`src/rtl/bus_arbiter.sv`:
```
// bus_arbiter: round-robin owner selector for a shared tri-state bus with a one-cycle turnaround.
// Define BUS_ARBITER_TIMEOUT_EN to add the grant watchdog, timeout pulse and exclusion mask.
module bus_arbiter #(
    parameter int  requester_num  = 4,
    parameter int  timeout_cycles = 16,
    localparam int IW = (requester_num > 1) ? $clog2(requester_num) : 1
) (
    input  logic                     clk,
    input  logic                     reset,
    input  logic [requester_num-1:0] req,
    output logic [requester_num-1:0] grant,
    output logic [IW-1:0]            grant_idx,
    output logic                     grant_valid,
    output logic                     timeout
);

    // IDLE: no owner, bus idle | GRANT: owner drives bus | TURN: one dead cycle between owners
    typedef enum logic [1:0] {S_IDLE, S_GRANT, S_TURN} state_t;

    state_t                   r_state;
    state_t                   w_state_nxt;
    logic [IW-1:0]            r_owner;
    logic [IW-1:0]            w_owner_nxt;
    logic [IW-1:0]            r_ptr;
    logic [IW-1:0]            w_ptr_nxt;
    logic [IW-1:0]            w_owner_inc;
    logic [IW-1:0]            w_win_idx;
    logic [requester_num-1:0] r_grant;
    logic [requester_num-1:0] w_grant_nxt;
    logic [requester_num-1:0] w_eligible;
    logic                     w_win_found;
    logic                     w_expire;
    int                       w_scan;

`ifdef BUS_ARBITER_TIMEOUT_EN
    localparam int CW = $clog2(timeout_cycles + 1);

    logic [CW-1:0]            r_cnt;
    logic [requester_num-1:0] r_mask;
    logic [requester_num-1:0] w_mask_set;
    logic                     r_timeout;
    logic                     w_revoke;

    assign w_expire   = (r_cnt == CW'(timeout_cycles - 1));
    assign w_revoke   = (r_state == S_GRANT) && req[r_owner] && w_expire;
    assign w_eligible = req & ~r_mask;

    always_comb begin
        w_mask_set = '0;
        if (w_revoke) w_mask_set[r_owner] = 1'b1;
    end

    // A revoked requester stays excluded until it lets go of req.
    always_ff @(posedge clk or posedge reset) begin
        if (reset) begin
            r_cnt     <= '0;
            r_mask    <= '0;
            r_timeout <= 1'b0;
        end else begin
            r_cnt     <= (r_state == S_GRANT && w_state_nxt == S_GRANT) ? r_cnt + 1'b1 : '0;
            r_mask    <= (r_mask & req) | w_mask_set;
            r_timeout <= w_revoke;
        end
    end

    assign timeout = r_timeout;
`else
    assign w_expire   = (timeout_cycles < 1);  // watchdog compiled out; always low for legal settings
    assign w_eligible = req;
    assign timeout    = 1'b0;
`endif

    assign w_owner_inc = (r_owner == IW'(requester_num - 1)) ? '0 : r_owner + 1'b1;

    always_comb begin
        w_win_found = 1'b0;
        w_win_idx   = '0;
        w_scan      = 0;
        for (int k = 0; k < requester_num; k++) begin
            w_scan = int'(r_ptr) + k;
            if (w_scan >= requester_num) w_scan = w_scan - requester_num;
            if (!w_win_found && w_eligible[IW'(w_scan)]) begin
                w_win_found = 1'b1;
                w_win_idx   = IW'(w_scan);
            end
        end
    end

    always_comb begin
        w_state_nxt = r_state;
        w_owner_nxt = '0;
        w_ptr_nxt   = r_ptr;
        case (r_state)
            S_IDLE, S_TURN: begin
                if (w_win_found) begin
                    w_state_nxt = S_GRANT;
                    w_owner_nxt = w_win_idx;
                end else begin
                    w_state_nxt = S_IDLE;
                end
            end
            S_GRANT: begin
                if (!req[r_owner] || w_expire) begin
                    w_state_nxt = S_TURN;
                    w_ptr_nxt   = w_owner_inc;
                end else begin
                    w_owner_nxt = r_owner;
                end
            end
            default: w_state_nxt = S_IDLE;
        endcase
    end

    always_comb begin
        w_grant_nxt = '0;
        if (w_state_nxt == S_GRANT) w_grant_nxt[w_owner_nxt] = 1'b1;
    end

    always_ff @(posedge clk or posedge reset) begin
        if (reset) begin
            r_state <= S_IDLE;
            r_owner <= '0;
            r_ptr   <= '0;
            r_grant <= '0;
        end else begin
            r_state <= w_state_nxt;
            r_owner <= w_owner_nxt;
            r_ptr   <= w_ptr_nxt;
            r_grant <= w_grant_nxt;
        end
    end

    assign grant       = r_grant;
    assign grant_idx   = r_owner;
    assign grant_valid = |r_grant;

endmodule

```
`config.mk`:
```
export PLATFORM = sky130hd
export DESIGN_NAME = bus_arbiter
export DESIGN_NICKNAME = d
export VERILOG_FILES = /design/src/rtl/bus_arbiter.sv
export SDC_FILE = /design/constraint.sdc
export NUM_CORES = 1
export LEC_CHECK = 0
export ABC_CLOCK_PERIOD_IN_PS = 4300
export CORE_AREA = 2 2 39 41
export CTS_BUF_LIST = sky130_fd_sc_hd__clkbuf_16
export DETAILED_ROUTE_END_ITERATION = 6
export DIE_AREA = 0 0 41 43
export DONT_BUFFER_PORTS = 1
export PLACE_DENSITY = 0.56
export SYNTH_ARGS = -nofsm -noshare
export SYNTH_HDL_FRONTEND = slang
export SYNTH_SLANG_ARGS = --single-unit
export TNS_END_PERCENT = 100
```
`constraint.sdc`:
```
create_clock -name clk -period 4.3 [get_ports clk]
set_input_delay 0.645 -clock clk [delete_from_list [all_inputs] [get_ports clk]]
set_output_delay 0.645 -clock clk [all_outputs]
set_load 0.02 [all_outputs]
```
==> impl_metrics.yaml, run 1 <==
outcome:
  outcome: "finished, final reports clean"
critical_path:
  cp_top_family: "simple AND/OR/NAND/NOR gates"
  cp-start-kind: "flop"
  cp.depth: 1
  worstPathCellList: "or4_1"
  crit_required_ps: 3650
  arrival_ps: 1350
  cp-end-kind: "primary output"
  reg2regPathDepth: 4
  cp_slowest_cell: "or4_1"
  cp_num_buf_inv: 0
  cp_max_fo: 2
  cp_slowest_stage_delay_ps: 670
  rrSetupSlack_ps: 2660
  worst-setup-path-type: "reg2out"
cells_and_area:
  drive_gt1_frac: 0.2069
  synthToLayoutAreaGrowth_pct: 15.25
  diodes: 0
  layout.nets: 67
  layoutNonFillerInstCount: 74
synthesis:
  netlist.area_leader.share: 0.4357
  syn_area_per_cell_um2: 10.26
  yosysSeqAreaShare: 0.4357
  syn_nets: 63
  yosys_register_bits: 10
  synth_area_leaders: "dfrtp_1 (44%), mux2i_1 (5.2%), mux2_2 (3.9%)"
  synth_ff_type: "dfrtp_1"
  synth_edf_count: 0
  synth_area_um2: 574.3
  ys_types: 31
  synth_area_leader_cell: "dfrtp_1"
  postSynthCellCount: 56
  synth_warnings: 0
  ys_async_sr_fraction: 1.000
timing:
  maxClockFrequency_mhz: 502.2
  hold_violations: 0
  period_share: 0.4631
  fin_skew_ps: 3.281
  rsz0062_at_grt: "false"
  slew_violations: 0
  finalSetupTns_ps: 0
  setup_viol: 0
  period_needed_ps: 1991
clock_network:
  clkSlewWorstSetupHoldPaths_ps: 40
  cts_buffers: 3
  worstSkewPairLatency_ps: 230
  cts.sinks: 10
  clockBufferDepth: 2
  cts_htree_levels: 1
  ctsResizeCount: 0
  cts_setup_buffers: 0
  cts-root-buf: "clkbuf_16"
  cts_hold_buf: 0
  cts_tree: "done"
route:
  drt_pass1_iterations: 4
  drt_iter0_drc: 5
  drcViolationCount: 0
  avgViaCountPerCell: 5.608
  drt_wl_total_um: 1102
  ant_nets: 0
  wl_per_cell_um: 14.89
  num_vias: 415
power_and_ir_drop:
  p_sw_frac: 0.3692
  p_switching_w: 0.0002007
  p_leak_nw: 0.2922
  clockPowerShare: 0.294
  p_seq_frac: 0.381
  internal-power_w: 0.0003429
  comb_power_share: 0.324
  p_per_area_nw_per_um2: 821.2
  peakVddDrop_mv: 0.4260
global_routing:
  grt_start_max_net_pins: 11
  grt_pass1_vias: 414
  grt_pass1_wl_um: 1849
  grt_overflow_total: 0
  antenna_found_initial: 0
  grtUsageTotal: 0.1645
place:
  io_buffers: 0
  place_hpwl_um: 845.4
  gp_congestion: 0.8013
  place_inst: 71
floorplan:
  dieArea_um2: 1763
  ios: 14
  fp.dieW_um: 41
  start_util: 0.4150
  core_area_um2: 1384
  rows: 14
  die_y_um: 43
hold_path:
  min_path_type: "in2async"
run:
  cap_violations: 0
-- per-stage QoR --
step           power [W]  setup slack (ps)  instance area, µm²  hold slack, ps    util
4_1_cts        0.0005504              2304               661.9           288.2  0.4783
3_3_place_gp   0.0003854              2560               586.8           529.1  0.4241
2_1_floorplan  0.0003525              2571               574.3           485.2       -
5_1_grt        0.0005854              2277               661.9           313.4  0.4783
3_5_place_dp   0.0003876              2552               586.8           535.8  0.4241
6_report       0.0005436              2309               661.9           275.0  0.4783
-- state kept, by name, summed over array words and instances, names as in the netlist --
register and count:
r_ptr 2, grant_idx 2, r_state 2, grant 4
-- metal layers --
metal / track usage / up-vias / routed length, µm
li1: - / 206 / -
met1: 0.1993 / 196 / 494
met2: 0.2281 / 9 / 534
met3: 0.05759 / 4 / 38
met4: 0.1200 / 0 / 34
met5: 0 / - / 0
-- worst paths after layout --
path | startpoint | to
setup / recovery | grant[1]$_DFF_PP0_ | grant_valid
min in group clk | r_state[0]$_DFF_PP0_ | grant[1]$_DFF_PP0_
max in group asynchronous | reset | r_ptr[0]$_DFFE_PP0P_
hold reg to reg | r_state[0]$_DFF_PP0_ | grant[1]$_DFF_PP0_
hold / removal | reset | grant[3]$_DFF_PP0_
setup reg to reg | grant_idx[1]$_DFF_PP0_ | r_ptr[1]$_DFFE_PP0P_
-- cell families after synthesis --
| family | share of synthesized area |
|---|---|
| flops | 0.4357 |
| buf+inv | 0.02615 |
| fa+ha+maj | 0.02178 |
| simple gates | 0.2484 |
| mux | 0.09150 |
| compound gates | 0.1699 |
| other cells | 0.006530 |
-- power groups by stage --
| stage | registers (W) | clock network (W) | logic [W] |
|---|---|---|---|
| finish | 0.000207 | 0.000160 | 0.000176 |
| CTS | 0.000209 | 0.000163 | 0.000179 |
| detailed placement | 0.000210 | 0 | 0.000178 |
| global placement | 0.000210 | 0 | 0.000176 |
| global route | 0.000217 | 0.000170 | 0.000199 |
| floorplan | 0.000196 | 0 | 0.000157 |
-- final cells by class --
class                           instances  area, µm²
Multi-Input combinational cell         43      309.0
Clock buffer                            3      75.07
Sequential cell                        10      250.2
Tap cell                               16      20.02
Inverter                                2      7.507
Fill cell                             139      721.9
-- cells in the mapped netlist, types with 2 or more instances --
cell type and count:
inv_1 2, dfrtp_1 10, nand2b_1 2, nor2_1 6, mux2i_1 3, o21ai_0 3, mux2_2 2, nand2_1 5
-- cell usage in the layout, fill, tap and decap left out, types with 2 or more instances in the layout --
master / count
dfrtp_1: 10
nor2_1: 6
nand2_1: 5
mux2i_1: 3
o21ai_0: 3
clkbuf_16: 3
nand2b_1: 2
inv_1: 2
mux2_2: 2
Power figures use the tool's default switching activity.
==> inputs of run 2 (changes only) <==
Settings changed: ABC_CLOCK_PERIOD_IN_PS 4300 to 1800, PLACE_DENSITY 0.56 to 0.58.
Clock period 4.3 ns to 1.8 ns, I/O delays scaled along.
==> impl_metrics.yaml, run 2 (synthesis gave the netlist of run 1 again) <==
outcome:
  outcome: "finished, final reports clean"
route:
  drt_wl_total_um: 1244
  drt_pass1_iterations: 4
  drt_iter0_drc: 10
  drcViolationCount: 0
  wl_per_cell_um: 15.75
  ant_nets: 0
  avgViaCountPerCell: 5.684
  num_vias: 449
power_and_ir_drop:
  peakVddDrop_mv: 0.8819
  p_per_area_nw_per_um2: 1985
  p_leak_nw: 0.3129
cells_and_area:
  multi_input_area_um2: 309.0
  final-seq-area_um2: 250.2
  drive_gt1_frac: 0.2381
  layoutNonFillerInstCount: 79
  largest_reg_flops: 4
  fillerInstances: 127
  layout.nets: 71
  diodes: 0
  synthToLayoutAreaGrowth_pct: 21.57
  final_cell_mix: "dfrtp_1 (10), nor2_1 (6), nand2_1 (5)"
  final_common_cell: "dfrtp_1"
critical_path:
  cp_slowest_cell: "or4_1"
  cp_slowest_stage_delay_ps: 670
  worst-setup-path-type: "reg2out"
  cp.depth: 1
  reg2regPathDepth: 4
  arrival_ps: 1360
  crit_required_ps: 1530
  cp-start-kind: "flop"
  cp_max_fo: 2
  cp-end-kind: "primary output"
  cp_num_buf_inv: 0
  worstPathCellList: "or4_1"
  rrSetupSlack_ps: 230
  cp_top_family: "simple AND/OR/NAND/NOR gates"
floorplan:
  ios: 14
  die_y_um: 43
  rows: 14
  core_area_um2: 1384
  start_util: 0.4150
  dieArea_um2: 1763
  fp.dieW_um: 41
global_routing:
  grtUsageTotal: 0.1858
  grt_overflow_total: 0
  grt_start_max_net_pins: 11
  grt_pass1_vias: 479
  antenna_found_initial: 0
  grt_pass1_wl_um: 2042
run:
  cap_violations: 0
clock_network:
  cts_htree_levels: 1
  cts_setup_buffers: 0
  cts-root-buf: "clkbuf_16"
  ctsResizeCount: 0
  cts.sinks: 10
  clkSlewWorstSetupHoldPaths_ps: 40
  worstSkewPairLatency_ps: 240
  cts_tree: "done"
  cts_buffers: 3
  clockBufferDepth: 2
place:
  gp_congestion: 0.7935
  place_hpwl_um: 956.7
  place_inst: 74
  io_buffers: 0
timing:
  rsz0062_at_grt: "false"
  period_needed_ps: 1627
  fin_skew_ps: 5.696
  period_share: 0.9041
  setup_viol: 0
  finalSetupTns_ps: 0
  maxClockFrequency_mhz: 614.5
  hold_violations: 0
  slew_violations: 0
hold_path:
  min_path_type: "in2reg"
  whs_path_depth: 2
[run 2: cell count changes in the layout (fill, tap and decap cells not counted), sizes merged]
cell         before  now
clkinv            0    1
buf               0    3
dlygate4sd3       0    1
[run 2: metrics by stage]
step | hold slack, ps | worst slack (ps) | cell area, µm² | power [W] | util
2_1_floorplan | 110.2 | 314.9 | 574.3 | 0.0008422 | -
3_3_place_gp | 161.6 | 280.4 | 609.3 | 0.0009771 | 0.4403
3_5_place_dp | 165.5 | 234.1 | 609.3 | 0.0009859 | 0.4403
4_1_cts | 233.0 | 165.7 | 698.2 | 0.001391 | 0.5045
5_1_grt | 246.6 | 132.6 | 698.2 | 0.001471 | 0.5045
6_report | 237.8 | 172.6 | 698.2 | 0.001386 | 0.5045
[run 2: layer usage]
| metal | share of wire | up-vias | GRT usage | wire length, µm |
|---|---|---|---|---|
| met3 | 0.059 | 4 | 0.07330 | 74 |
| met5 | 0 | - | 0 | 0 |
| met2 | 0.51 | 14 | 0.2750 | 629 |
| li1 | - | 219 | - | - |
| met1 | 0.40 | 212 | 0.2000 | 500 |
| met4 | 0.032 | 0 | 0.1400 | 40 |
[run 2: what timing repair did]
item / in CTS / in global routing
endpoints found under the hold margin: 10 / 0
endpoints found under the setup margin: 0 / 0
hold buffers: 1 / 0
[run 2: layout make-up]
cell class,instances,share of cell area
well taps,16,0.02867
multi-input cells,43,0.4427
clock inverters,1,0.005376
flip-flops and latches,10,0.3584
inverters,2,0.01075
repair buffers,4,0.04659
clock buffers,3,0.1075
[run 2: path summary, 6_finish.rpt]
check	from	end
max	grant[1]$_DFF_PP0_	grant_valid
min	req[3]	r_state[0]$_DFF_PP0_
max reg2reg	r_ptr[1]$_DFFE_PP0P_	grant[1]$_DFF_PP0_
min reg2reg	r_ptr[1]$_DFFE_PP0P_	r_ptr[1]$_DFFE_PP0P_
max in group asynchronous	reset	grant[2]$_DFF_PP0_
min in group asynchronous	reset	r_state[0]$_DFF_PP0_
[run 2: power by group]
group / switching (W) / internal, W / total, W / leakage [nW]
clock: 0.000111 / 0.000292 / 0.000403 / 0.0385
sequential: 0.000140 / 0.000320 / 0.000460 / 0.128
combinational: 0.000268 / 0.000255 / 0.000523 / 0.146
